### src/rtl/up_dn_counter_driver.sv
// Command-side initiator for an up/down counter: turns LOAD / SEEK / STEP_UP /
// STEP_DN commands into single-cycle Load/Up/Down strobes and reports Done/Err.
module up_dn_counter_driver #(
  parameter int WIDTH = 5
) (
  input  logic             Clk,
  input  logic             Rst,
  input  logic             Cmd_Valid,
  output logic             Cmd_Ready,
  input  logic [1:0]       Cmd_Op,
  input  logic [WIDTH-1:0] Cmd_Data,
  output logic             Done,
  output logic             Err,
  output logic [WIDTH-1:0] IN,
  output logic             Load,
  output logic             Up,
  output logic             Down,
  input  logic [WIDTH-1:0] Counter,
  input  logic             High,
  input  logic             Low
);

  localparam logic [1:0] OP_LOAD = 2'b00;
  localparam logic [1:0] OP_SEEK = 2'b01;
  localparam logic [1:0] OP_UP   = 2'b10;
  localparam logic [1:0] OP_DN   = 2'b11;

  typedef enum logic [2:0] {
    S_IDLE,
    S_LOAD,
    S_VERIFY,
    S_EVAL,
    S_SETTLE,
    S_DONE
  } state_t;

  state_t           state_q, state_d;
  logic [1:0]       op_q, op_d;
  logic [WIDTH-1:0] data_q, data_d;
  logic [WIDTH-1:0] rem_q, rem_d;
  logic [WIDTH-1:0] in_q, in_d;
  logic             load_q, load_d;
  logic             up_q, up_d;
  logic             dn_q, dn_d;
  logic             done_q, done_d;
  logic             err_q, err_d;

  logic             idle;
  logic [1:0]       ev_op;
  logic [WIDTH-1:0] ev_tgt;
  logic [WIDTH-1:0] ev_rem;
  logic             st_up, st_dn, st_fin, st_err;
  logic             apply_step;

  assign idle      = (state_q == S_IDLE);
  assign Cmd_Ready = idle && !Rst;

  // Step decision: taken at the accept edge from the live command inputs, and
  // at the end of every SETTLE cycle from the latched command.
  always_comb begin
    ev_op  = idle ? Cmd_Op   : op_q;
    ev_tgt = idle ? Cmd_Data : data_q;
    ev_rem = idle ? Cmd_Data : rem_q;
    st_up  = 1'b0;
    st_dn  = 1'b0;
    st_fin = 1'b0;
    st_err = 1'b0;
    case (ev_op)
      OP_SEEK: begin
        if (Counter < ev_tgt)      st_up  = 1'b1;
        else if (Counter > ev_tgt) st_dn  = 1'b1;
        else                       st_fin = 1'b1;
      end
      OP_UP: begin
        if (ev_rem == '0) st_fin = 1'b1;
        else if (High) begin
          st_fin = 1'b1;
          st_err = 1'b1;
        end else st_up = 1'b1;
      end
      OP_DN: begin
        if (ev_rem == '0) st_fin = 1'b1;
        else if (Low) begin
          st_fin = 1'b1;
          st_err = 1'b1;
        end else st_dn = 1'b1;
      end
      default: st_fin = 1'b1;
    endcase
  end

  always_comb begin
    state_d    = state_q;
    op_d       = op_q;
    data_d     = data_q;
    rem_d      = rem_q;
    in_d       = in_q;
    load_d     = 1'b0;
    up_d       = 1'b0;
    dn_d       = 1'b0;
    done_d     = 1'b0;
    err_d      = 1'b0;
    apply_step = 1'b0;
    case (state_q)
      S_IDLE: begin
        if (Cmd_Valid && Cmd_Ready) begin
          op_d   = Cmd_Op;
          data_d = Cmd_Data;
          if (Cmd_Op == OP_LOAD) begin
            load_d  = 1'b1;
            in_d    = Cmd_Data;
            state_d = S_LOAD;
          end else begin
            apply_step = 1'b1;
          end
        end
      end
      S_LOAD:   state_d = S_VERIFY;
      S_VERIFY: begin
        done_d  = 1'b1;
        err_d   = (Counter != data_q);
        state_d = S_DONE;
      end
      S_EVAL:   state_d = S_SETTLE;
      S_SETTLE: apply_step = 1'b1;
      S_DONE:   state_d = S_IDLE;
      default:  state_d = S_IDLE;
    endcase

    if (apply_step) begin
      if (st_fin) begin
        done_d  = 1'b1;
        err_d   = st_err;
        state_d = S_DONE;
      end else begin
        up_d    = st_up;
        dn_d    = st_dn;
        rem_d   = ev_rem - WIDTH'(1);
        state_d = S_EVAL;
      end
    end
  end

  always_ff @(posedge Clk or posedge Rst) begin
    if (Rst) begin
      state_q <= S_IDLE;
      op_q    <= OP_LOAD;
      data_q  <= '0;
      rem_q   <= '0;
      in_q    <= '0;
      load_q  <= 1'b0;
      up_q    <= 1'b0;
      dn_q    <= 1'b0;
      done_q  <= 1'b0;
      err_q   <= 1'b0;
    end else begin
      state_q <= state_d;
      op_q    <= op_d;
      data_q  <= data_d;
      rem_q   <= rem_d;
      in_q    <= in_d;
      load_q  <= load_d;
      up_q    <= up_d;
      dn_q    <= dn_d;
      done_q  <= done_d;
      err_q   <= err_d;
    end
  end

  assign IN   = in_q;
  assign Load = load_q;
  assign Up   = up_q;
  assign Down = dn_q;
  assign Done = done_q;
  assign Err  = err_q;

endmodule

### config.mk
export PLATFORM = sky130hd
export DESIGN_NAME = up_dn_counter_driver
export DESIGN_NICKNAME = d
export VERILOG_FILES = /design/src/rtl/up_dn_counter_driver.sv
export SDC_FILE = /design/constraint.sdc
export NUM_CORES = 1
export LEC_CHECK = 0
export CAP_MARGIN = 20
export CORE_UTILIZATION = 47
export DETAILED_ROUTE_END_ITERATION = 12
export GPL_ROUTABILITY_DRIVEN = 0
export PLACE_DENSITY = 0.75
export SYNTH_ARGS = -nofsm -noshare
export SYNTH_HDL_FRONTEND = slang
export SYNTH_SLANG_ARGS = --single-unit
### constraint.sdc
create_clock -name Clk -period 2.8 [get_ports Clk]
set_clock_uncertainty 0.15 [all_clocks]
set_input_delay 0.56 -clock Clk [delete_from_list [all_inputs] [get_ports Clk]]
set_output_delay 0.56 -clock Clk [all_outputs]
set_load 0.01 [all_outputs]
== Yosys cells after proc, flatten, opt, wreduce, memory -nomap -nowiden ==
Index checks and enable logic that the tools add are counted.
Word-level totals
  output and inout port bits: 11
  register bits: 25
  logic and storage cells: 78
  bits of input ports: 17
Cells by class
  eq/ne operators: 11
  add/subtract/negate cells: 1
  muxes and demuxes: 43
  magnitude comparators: 2
  reductions and logical operators: 10
  bitwise logic cells: 1
Operator list (number)
  $mux 1: 30
  $pmux 3 s5: 1
  $mux 3: 4
  $mux 5: 2
  $pmux 1 s2: 4
  $eq 3x2->1 const B: 2
  $ne 3x1->1 const B: 2
  $reduce_and 3->1: 2
  $gt 5x5->1: 1
  $logic_not 5->1: 1
  $lt 5x5->1: 1
  $ne 5x5->1: 1
  $sub 5x1->5 const B: 1
  $eq 2x2->1 const B: 2
  $reduce_and 2->1: 2
  $eq 3x1->1 const B: 1
  $eq 3x3->1 const B: 1
  $logic_not 3->1: 1
  $pmux 1 s3: 1
  $eq 2x1->1 const B: 1
  $logic_and 1x1->1: 2
  $logic_not 2->1: 1
  $mux 2: 1
  $ne 2x2->1 const B: 1
  2 further kinds: 2

== Logic depth before layout (Yosys ltp) ==
  word-level depth: 8
  depth in mapped cells: 15

== Worst setup path before layout ==
OpenSTA, ideal clock, no wires.
  path kind: register -> register
  start: register state_q[2]
  end: register rem_q[2]
  slack: -0.078 ns
  path buffers: 2
  arrival time: 2.642 ns
  stages on the path, launching flop included: 12
  period minus slack after synthesis: 2.878 ns
  path through: dfrtp_1 -> buf_6 -> nor3_2 -> mux2i_1 -> inv_1 -> ha_1 -> or2_2 -> a21oi_2 -> o211ai_2 -> buf_6 -> mux2i_1 -> nor3_1
Between the ends
  longest elaborated chain between the ends: 8
  elaborated cells on any way between the ends: 23
  those cells by class: add/sub (1); order compare (2); eq/ne (4); mux (10); bitwise (1); reduce/logical (5)
RTL lines
  start, declared: line 37  | state_t state_q, state_d;
  start signal, assigned: line 157  | state_q <= state_d;
  $logic_not 3->1: line 55, 104
  $mux 5: line 62  | ev_tgt = idle ? Cmd_Data : data_q;
  $gt 5x5->1: line 71  | else if (Counter > ev_tgt) st_dn = 1'b1;
  $mux 1: line 71
  $mux 1: line 70  | if (Counter < ev_tgt) st_up = 1'b1;
  $pmux 1 s3: line 68  | case (ev_op)
  $not 1->1 (no line)
  $reduce_and 2->1 (no line)
  end signal, assigned: line 160  | rem_q <= rem_d;
  end, declared: line 40  | logic [WIDTH-1:0] rem_q, rem_d;
Parallel ways exist; a longest one is shown, timed or not.
A chain may end at the register's enable or synchronous reset.

== Worst setup path after layout ==
  start: register state_q[2]
  end: register rem_q[4]
Same word-level chain as after synthesis.

==> flow_summary.yaml <==
outcome:
  outcome: "completed"
synth:
  synth_seq_cells: 25
  cell_count_after_synthesis: 152
  synth_top_area_share_pct: 39.78
  proportion_of_synthesized_chip_area_in_sequential_cells_pct: 39.78
  syn_nets: 179
  ys_async_sr_fraction_pct: 100.0
  synth.avg_cell_area_um2: 10.35
  ys_warn_count: 0
  synth_edf_count: 0
  synth-main-ff-cell: "sky130_fd_sc_hd__dfrtp_1"
  syn-cell-area_um2: 1573
  synth.top_cells.by_area: "sky130_fd_sc_hd__dfrtp_1, sky130_fd_sc_hd__mux2_2, sky130_fd_sc_hd__ha_1"
  yosysUniqueCellTypes: 40
  synth.cells.most_frequent: "sky130_fd_sc_hd__dfrtp_1, sky130_fd_sc_hd__mux2_2, sky130_fd_sc_hd__nand2_1"
  synth_most_common_cell: "sky130_fd_sc_hd__dfrtp_1"
  synthDominantAreaCellType: "sky130_fd_sc_hd__dfrtp_1"
finish:
  postLayoutCoreUtil_pct: 72.70
  cell_area_after_layout_um2: 2256
  area_growth_pct: 43.44
  post_route_cells_drive_above_1_share_pct: 37.20
  finalNetCount: 235
  insertedDiodeCount: 0
flow_run:
  cap_violations: 0
place:
  preCtsSetupSlack_ns: -0.5819
  place_hpwl_mm: 2.986
  io_buffer_count: 27
  postPlaceCellArea_um2: 2053
setup_path:
  crit_type: "reg2reg"
  critPathMaxFanout: 8
  worst_path_most_repeated_cell: "sky130_fd_sc_hd__o21ai_1"
  critical_path_required_ns: 2.88
  path_buf_inv: 1
  critical-path-slowest-cell: "sky130_fd_sc_hd__dfrtp_2"
  critical_path_cell_count: 10
  crit_end: "rem_q[4]"
  worst_path_cell_chain: "or3_4 -> mux2i_4 -> ha_4 -> nor4b_2 -> mux2_4 -> a21oi_4 -> o211ai_4 -> buf_6 -> o21ai_1 -> o21ai_1"
  critical_path.top_delay_family: "simple AND/OR/NAND/NOR gates"
  critical_path.max_stage_delay_ns: 0.47
  critPathCaptureType: "flip-flop"
  critPathArrivalTime_ns: 2.86
  critical_path.startpoint: "state_q[2]"
  crit-reg2reg-launch: "state_q[2]"
  worst-r2r-cell-count: 10
  r2r_setup_slack_ns: 0.02
  crit-reg2reg-capture: "rem_q[4]"
  critPathLaunchType: "flip-flop"
cts:
  clkSlewWorstSetupHoldPaths_ns: 0.16
  cts-root-buf: "sky130_fd_sc_hd__clkbuf_4"
  cts-buffers-inserted: 3
  htree_num_levels: 1
  worstSkewPairLatency_ns: 0.33
  number_of_clock_sinks: 25
  cts_hold_buf: 0
  clockBufferDepth: 2
  tritoncts: "done"
global_routing:
  antenna_found_initial: 0
  grt.total_usage_pct: 25.45
  largest_net_degree_at_the_start_of_global_routing: 26
  wire_length_of_the_first_global_routing_pass_mm: 6.796
  globalRoute.totalOverflow: 0
  number_of_global_route_vias_before_repair: 1509
timing:
  finalCriticalPeriod_ns: 2.783
  finalWorstSetupSlack_ns: 0.01723
  timing.slew.headroom_pct: 70.80
  worst_pin_slew_ns: 0.4347
  final_max_slew_viol_count: 0
  setup_tns_ns: 0
  setup_violations: 0
  hold_ws_ns: 0.3853
  maximum_clock_frequency_mhz: 359.4
  hold_viol: 0
  period_share_pct: 99.38
route:
  drt-pass1-iter-count: 4
  drtAntennaViolNets: 0
  drt_drc_violations_left: 0
  drt_first_iter_violations: 36
  routed_via_count_divided_by_cell_count: 5.574
  route.detailed.wl_per_inst_um: 16.86
  total_via_count_after_detailed_routing: 1399
  drt_wl_total_mm: 4.231
pwr:
  leak_pwr_nw: 1.027
  internal_power_mw: 1.485
  pwr_dens_nw_per_um2: 1141
  combPwrFrac_pct: 67.8
  power.switching_mw: 1.088
  power.share.switching_pct: 42.28
  power_frac_clock_pct: 6.6
  seq_power_share_pct: 25.6
  maximum_vdd_drop_mv: 0.5879
floorplanning:
  floorplan.die.height_um: 59.85
  core_region_area_um2: 3103
  die_width_um: 59.85
  floorplan.io_pins: 28
  floorplan.die_area_um2: 3581
  floorplan.initialDensity_pct: 50.69
  row_count: 20
hold_path:
  hold_path.class: "reg2reg"
repair_timing:
item	4_1_cts	5_1_grt
setup endpoints to repair	9	12
pin swaps	3	9
gates cloned	1	0
buffers inserted	0	4
resized for setup	5	31
sequential cells by signal, summed over array words and instances (netlist names), 2 cells and up:
| signal | cells |
|---|---|
| data_q | 5 |
| op_q | 2 |
| rem_q | 5 |
| IN | 5 |
| state_q | 3 |
power by group through the flow:
stage / clock network (mW) / logic, mW / registers, mW
after CTS: 0.173 / 1.47 / 0.644
final: 0.171 / 1.74 / 0.659
after floorplan: 0 / 0.917 / 0.625
after global placement: 0 / 1.36 / 0.630
after global routing: 0.188 / 1.89 / 0.674
after detailed placement: 0 / 1.42 / 0.641
per-layer routing:
| layer | part of all wire (%) | routed length (µm) | track usage (%) |
|---|---|---|---|
| met4 | 3.4 | 144 | 8.638 |
| met5 | 0 | 0 | 0 |
| met1 | 42 | 1779 | 30.86 |
| met3 | 4.3 | 180 | 3.680 |
| met2 | 50 | 2125 | 45.71 |
cells by family (layout without fill, tap and decap cells):
group	Yosys count	after routing	synth area share, %
xor+xnor	6	6	3.342
compound gates	30	30	11.70
fa+ha+maj	10	10	7.955
simple gates	47	48	16.79
mux	21	21	15.59
flops	25	25	39.78
buf+inv	13	67	4.853
worst min path at each step:
stage	start	end	slack, ns	cells after the start
final	IN[4]	IN[4]	0.39	1
after detailed placement	rem_q[1]	rem_q[1]	0.34	2
after global routing	IN[1]	IN[1]	0.40	1
after global placement	rem_q[1]	rem_q[1]	0.32	2
after CTS	rem_q[1]	rem_q[1]	0.37	2
after floorplan	rem_q[1]	rem_q[1]	0.30	2
metrics by stage:
stage / cells / power (mW)
after global routing: 251 / 2.750
after floorplan: 152 / 1.542
final: 251 / 2.573
after CTS: 248 / 2.288
after global placement: 243 / 1.991
after detailed placement: 243 / 2.061
layout by cell type (no fill, tap or decap), types with 4 or more instances in the layout:
cell / Yosys / final
sky130_fd_sc_hd__mux2i_1: 5 / 4
sky130_fd_sc_hd__dfrtp_1: 25 / 22
sky130_fd_sc_hd__nand2_1: 13 / 13
sky130_fd_sc_hd__o21ai_1: 2 / 4
sky130_fd_sc_hd__inv_1: 6 / 5
sky130_fd_sc_hd__nor2_1: 4 / 4
sky130_fd_sc_hd__a21oi_2: 1 / 4
sky130_fd_sc_hd__o21ai_0: 8 / 5
sky130_fd_sc_hd__buf_4: 1 / 25
sky130_fd_sc_hd__a21oi_1: 10 / 6
sky130_fd_sc_hd__nor3_1: 7 / 7
sky130_fd_sc_hd__buf_6: 3 / 5
sky130_fd_sc_hd__mux2_2: 14 / 13
sky130_fd_sc_hd__clkdlybuf4s50_1: 0 / 25
sky130_fd_sc_hd__ha_1: 10 / 8
area by class of cell:
class                      instances  area (µm²)
tap                               44       55.05
multi-input combinational        115       999.7
inverter                           6       22.52
sequential                        25       629.4
clock inverter                     1       7.507
timing repair buffer              57       519.2
fill                             225       847.1
clock buffer                       3       22.52
Power figures use the tool's default switching activity.
==> patch 1: new RTL, config.mk and constraints unchanged <==
The parameter `WIDTH` goes from 5 to 6.
--- a/src/rtl/up_dn_counter_driver.sv
+++ b/src/rtl/up_dn_counter_driver.sv
@@ -1,7 +1,7 @@
 // Command-side initiator for an up/down counter: turns LOAD / SEEK / STEP_UP /
 // STEP_DN commands into single-cycle Load/Up/Down strobes and reports Done/Err.
 module up_dn_counter_driver #(
-  parameter int WIDTH = 5
+  parameter int WIDTH = 6
 ) (
   input  logic             Clk,
   input  logic             Rst,
Interface: changed (resized Cmd_Data, Counter and IN); port bits go from 28 to 31. The function was not compared with the original's and may differ.
==> patch 1 against the unedited design <==
The run now ends with setup timing left. Synthesized area increased by 17%. Largest cell class unchanged. Routed wire length increased by 30%. Worst setup slack got worse by 240 ps. Cell count increased by 18%. Global-route usage increased by 2.0 points. Total power increased by 30%. Design area increased by 23%. Critical endpoint is now rem_q[5]$_DFFE_PP0P_. Synthesized cell count increased by 14%. Sequential power increased by 14%. Sequential cell count increased by 3.
==> patch 1: results (changes against the unedited design) <==
metric	value	unit	change
setup_ws	-218	ps	was 17.2 ps
synth_nets	205		was 179
wl_per_cell	18.5	um	was 16.9 um
post-place-ws	-392	ps	was -582 ps
yosysSeqAreaShare	38.0	%	was 39.8%
grt_pass1_wl	8.60	mm	was 6.80 mm
setup_viol	10		was 0
synthCells	174		was 152
hold_end	IN[3]$_DFFE_PP0P_		was IN[4]$_DFFE_PP0P_
num_vias	1709		was 1399
grt_max_degree	22		was 26
peakVddDrop	629	uV	was 588 uV
synth_cell_type_count	51		was 40
synthAdderAreaFrac	8.15	%	was 7.96%
n_fill_cell	258		was 225
synth_compound_area_share	16.6	%	was 11.7%
synthMuxAreaShare	13.0	%	was 15.6%
grtUsageTotal	27.4	%	was 25.4%
min-delay-start	IN[3]$_DFFE_PP0P_		was IN[4]$_DFFE_PP0P_
worstMarginPinSlew	625	ps	was 435 ps
startpoint	state_q[0]$_DFFE_PP0P_		was state_q[2]$_DFFE_PP0P_
initialDrtViolationCount	91		was 36
use_met1	30.8	%	was 30.9%
yosys-top-cells-count	dfrtp_1 (28), mux2_2 (16), nand2_1 (14), ha_1 (12), nor2_1 (10)		was dfrtp_1 (25), mux2_2 (14), nand2_1 (13), a21oi_1 (10), ha_1 (10)
totalWireLength	5.50	mm	was 4.23 mm
setup_tns	-882	ps	was 0 ps
pg_seq	0.752	mW	was 0.659 mW
root_buffer	clkbuf_8		was clkbuf_4
outcome	complete, but fails checks		was complete, no violations
port_buffers	30		was 27
use_met3	3.52	%	was 3.68%
clkTransAtPathRegs	100	ps	was 160 ps
violations	setup timing		
arrival	3040	ps	was 2860 ps
ys.flop_type	dfrtp_1		unchanged
fin_hold_ws	374	ps	was 385 ps
postPlaceCellArea	0.00249	mm^2	was 0.00205 mm^2
power.density	1200	mW/mm^2	was 1140 mW/mm^2
dp.final_hpwl	3.84	mm	was 2.99 mm
clkLatencyLatePin	280	ps	was 330 ps
synth_xor_area_share	2.85	%	was 3.34%
power.switching	1.40	mW	was 1.09 mW
drive_above_1_share	41.4	%	was 37.2%
leakagePower	1.22	nW	was 1.03 nW
comb_power_share	67.6	%	was 67.8%
slowest_delay	410	ps	was 470 ps
cpMaxStageDelayCell	dfrtp_1		was dfrtp_2
crit_fanout	5		was 8
grtUsageMet2	50.1	%	was 45.7%
synth_area_leaders	dfrtp_1 (38%), mux2_2 (9.8%), ha_1 (8.1%), mux2i_1 (3.3%), a2111oi_4 (3.0%)		was dfrtp_1 (40%), mux2_2 (10%), ha_1 (8.0%), a21oi_1 (3.2%), mux2i_1 (3.2%)
crit_family	compound AO/OA/AOI/OAI gates		was simple AND/OR/NAND/NOR gates
grt_pass1_vias	1818		was 1509
dp.cells	284		was 243
r2r-end	rem_q[5]$_DFFE_PP0P_		was rem_q[4]$_DFFE_PP0P_
patch 1: cell count changes after synthesis, moves of 3 or more:
cell and change:
nor4_1 +3, o21ai_0 -4, buf_6 -3, a21oi_1 -4, dfrtp_1 +3, nor2_1 +6
patch 1: cell type report:
type / instances / area [um^2] / share of cell area, %
Clock inverter: 1 / 30.0 / 1.08
Inverter: 8 / 30.0 / 1.08
Clock buffer: 3 / 41.3 / 1.49
Timing Repair Buffer: 75 / 656 / 23.6
Sequential cell: 28 / 701 / 25.3
Tap cell: 48 / 60.1 / 2.17
Multi-Input combinational cell: 134 / 1250 / 45.3
patch 1: layer usage:
metal / part of all wire (%) / vias up
met1: 40 / 834
met5: 0 / -
li1: - / 793
met2: 53 / 60
met3: 3.5 / 22
met4: 3.9 / 0
patch 1: timing repair:
action                     CTS  global route
pin swaps                    5             9
setup endpoints to repair   10            12
gates resized for setup     14            17
cloned                       1             0
buffers inserted             4             4
==> patch 2: new RTL, config.mk and constraints unchanged <==
Made on the original files. Register the output `Err` once more, with the module's reset; this adds one clock of latency there. The other outputs are not delayed to match. Comments in the files are not updated.
--- a/src/rtl/up_dn_counter_driver.sv
+++ b/src/rtl/up_dn_counter_driver.sv
@@ -172,7 +172,13 @@
   assign Up   = up_q;
   assign Down = dn_q;
   assign Done = done_q;
-  assign Err  = err_q;
+  always_ff @(posedge Clk or posedge Rst) begin
+    if (Rst) begin
+      Err <= '0;
+    end else begin
+      Err <= err_q;
+    end
+  end
 
 endmodule
 
Formal check against the unedited RTL: not equivalent (Yosys sat finds a counterexample within 4 cycles, from zero or initial values and one cycle with Rst high).
==> patch 2 against the unedited design <==
Total power increased by 5.0%. Design area increased by 1.9%. Synthesized area increased by 1.2%. Cell count increased by 0.80%. Worst setup slack improved by 27 ps. Sequential cell count increased by 1. Routed wire length increased by 6.5%. Critical endpoint is now Up$_DFF_PP0_. Highest routed layer unchanged.
==> patch 2: results (changes against the unedited design) <==
metric	value	unit	change
outcome	complete, no violations		unchanged
cts_resized	7		was 5
total_power	2.70	mW	was 2.57 mW
grt_pass1_vias	1446		was 1509
leakagePower	1.04	nW	was 1.03 nW
crit_fanout	5		was 8
arrival	2880	ps	was 2860 ps
synth_area_leaders	dfrtp_1 (41%), mux2_2 (9.9%), ha_1 (7.9%), a21oi_1 (3.1%), mux2i_1 (3.1%)		was dfrtp_1 (40%), mux2_2 (10%), ha_1 (8.0%), a21oi_1 (3.2%), mux2i_1 (3.2%)
comb_power_share	64.3	%	was 67.8%
yosys-top-cells-count	dfrtp_1 (26), mux2_2 (14), nand2_1 (13), a21oi_1 (10), ha_1 (10)		was dfrtp_1 (25), mux2_2 (14), nand2_1 (13), a21oi_1 (10), ha_1 (10)
hold_end	Err$_DFF_PP0_		was IN[4]$_DFFE_PP0P_
synth_nets	180		was 179
grtUsageTotal	23.5	%	was 25.4%
fin_hold_ws	218	ps	was 385 ps
worst-r2r-setup-slack	40	ps	was 20 ps
min-delay-start	err_q$_DFF_PP0_		was IN[4]$_DFFE_PP0P_
yosysSeqAreaShare	40.9	%	was 39.8%
peakVddDrop	685	uV	was 588 uV
reg2reg_depth	9		was 10
vias_per_cell	5.77		was 5.57
grt_pass1_wl	6.22	mm	was 6.80 mm
swShare	41.6	%	was 42.3%
slowest_delay	490	ps	was 470 ps
dp.final_hpwl	2.90	mm	was 2.99 mm
grt_max_degree	27		was 26
holdPathStages	0		was 1
totalWireLength	4.51	mm	was 4.23 mm
p_clk	0.273	mW	was 0.171 mW
fin_nets	237		was 235
r2r-end	Up$_DFF_PP0_		was rem_q[4]$_DFFE_PP0P_
synth_cell_type_count	39		was 40
n_fill_cell	208		was 225
initialDrtViolationCount	71		was 36
drive_above_1_share	36.8	%	was 37.2%
post_cts_buffers	1		was 0
[patch 2: cell count changes in the layout (fill, tap and decap cells not counted), moves of 2 or more]
cell | before | now
buf_4 | 25 | 30
o21ai_1 | 4 | 6
dlymetal6s2s_1 | 2 | 0
buf_6 | 5 | 0
a21oi_2 | 4 | 2
clkdlybuf4s50_1 | 25 | 27
nor4b_2 | 2 | 0
nor4b_4 | 1 | 3
[patch 2: layout make-up]
type                       count  share of cell area (%)
multi-input combinational    116                    44.3
sequential                    26                    28.5
clock buffer                   3                   0.979
inverter                       6                   0.979
clock inverter                 1                    1.31
timing repair buffer          57                    21.5
tap                           44                    2.39
[patch 2: per-stage QoR]
stage | cells | area (um^2) | worst slack, ps
final | 253 | 2300 | 44.5
after global routing | 253 | 2300 | -39.9
after CTS | 246 | 2150 | 25.0
after detailed placement | 241 | 2050 | -504
after global placement | 241 | 2050 | -396
after floorplan | 153 | 1600 | 1.37
[patch 2: routing by layer]
layer / part of all wire (%) / track usage (%)
met1: 39 / 26.4
met2: 50 / 43.3
met5: 0 / 0
met3: 5.6 / 3.03
met4: 4.8 / 11.0
[patch 2: kinds of logic (layout without fill, tap and decap cells)]
| kind of cell | Yosys count | count (layout) | share of synthesized area (%) |
|---|---|---|---|
| adders and majority gates | 10 | 10 | 7.86 |
| buffers and inverters | 13 | 67 | 4.64 |
| and+or+nand+nor | 47 | 48 | 16.6 |
| muxes | 21 | 21 | 14.9 |
| xor gates and xnor gates | 6 | 6 | 3.30 |
| AOI/OAI and AO/OA | 30 | 31 | 11.9 |
| DFF | 26 | 26 | 40.9 |
[patch 2: worst reg2reg max path: cells and delay by family (launching register included)]
family	cells	cell delay, ps
AOI/OAI and AO/OA	3	510
adders and majority gates	1	190
buffers and inverters	1	210
muxes	2	530
and+or+nand+nor	2	610
DFF	1	490
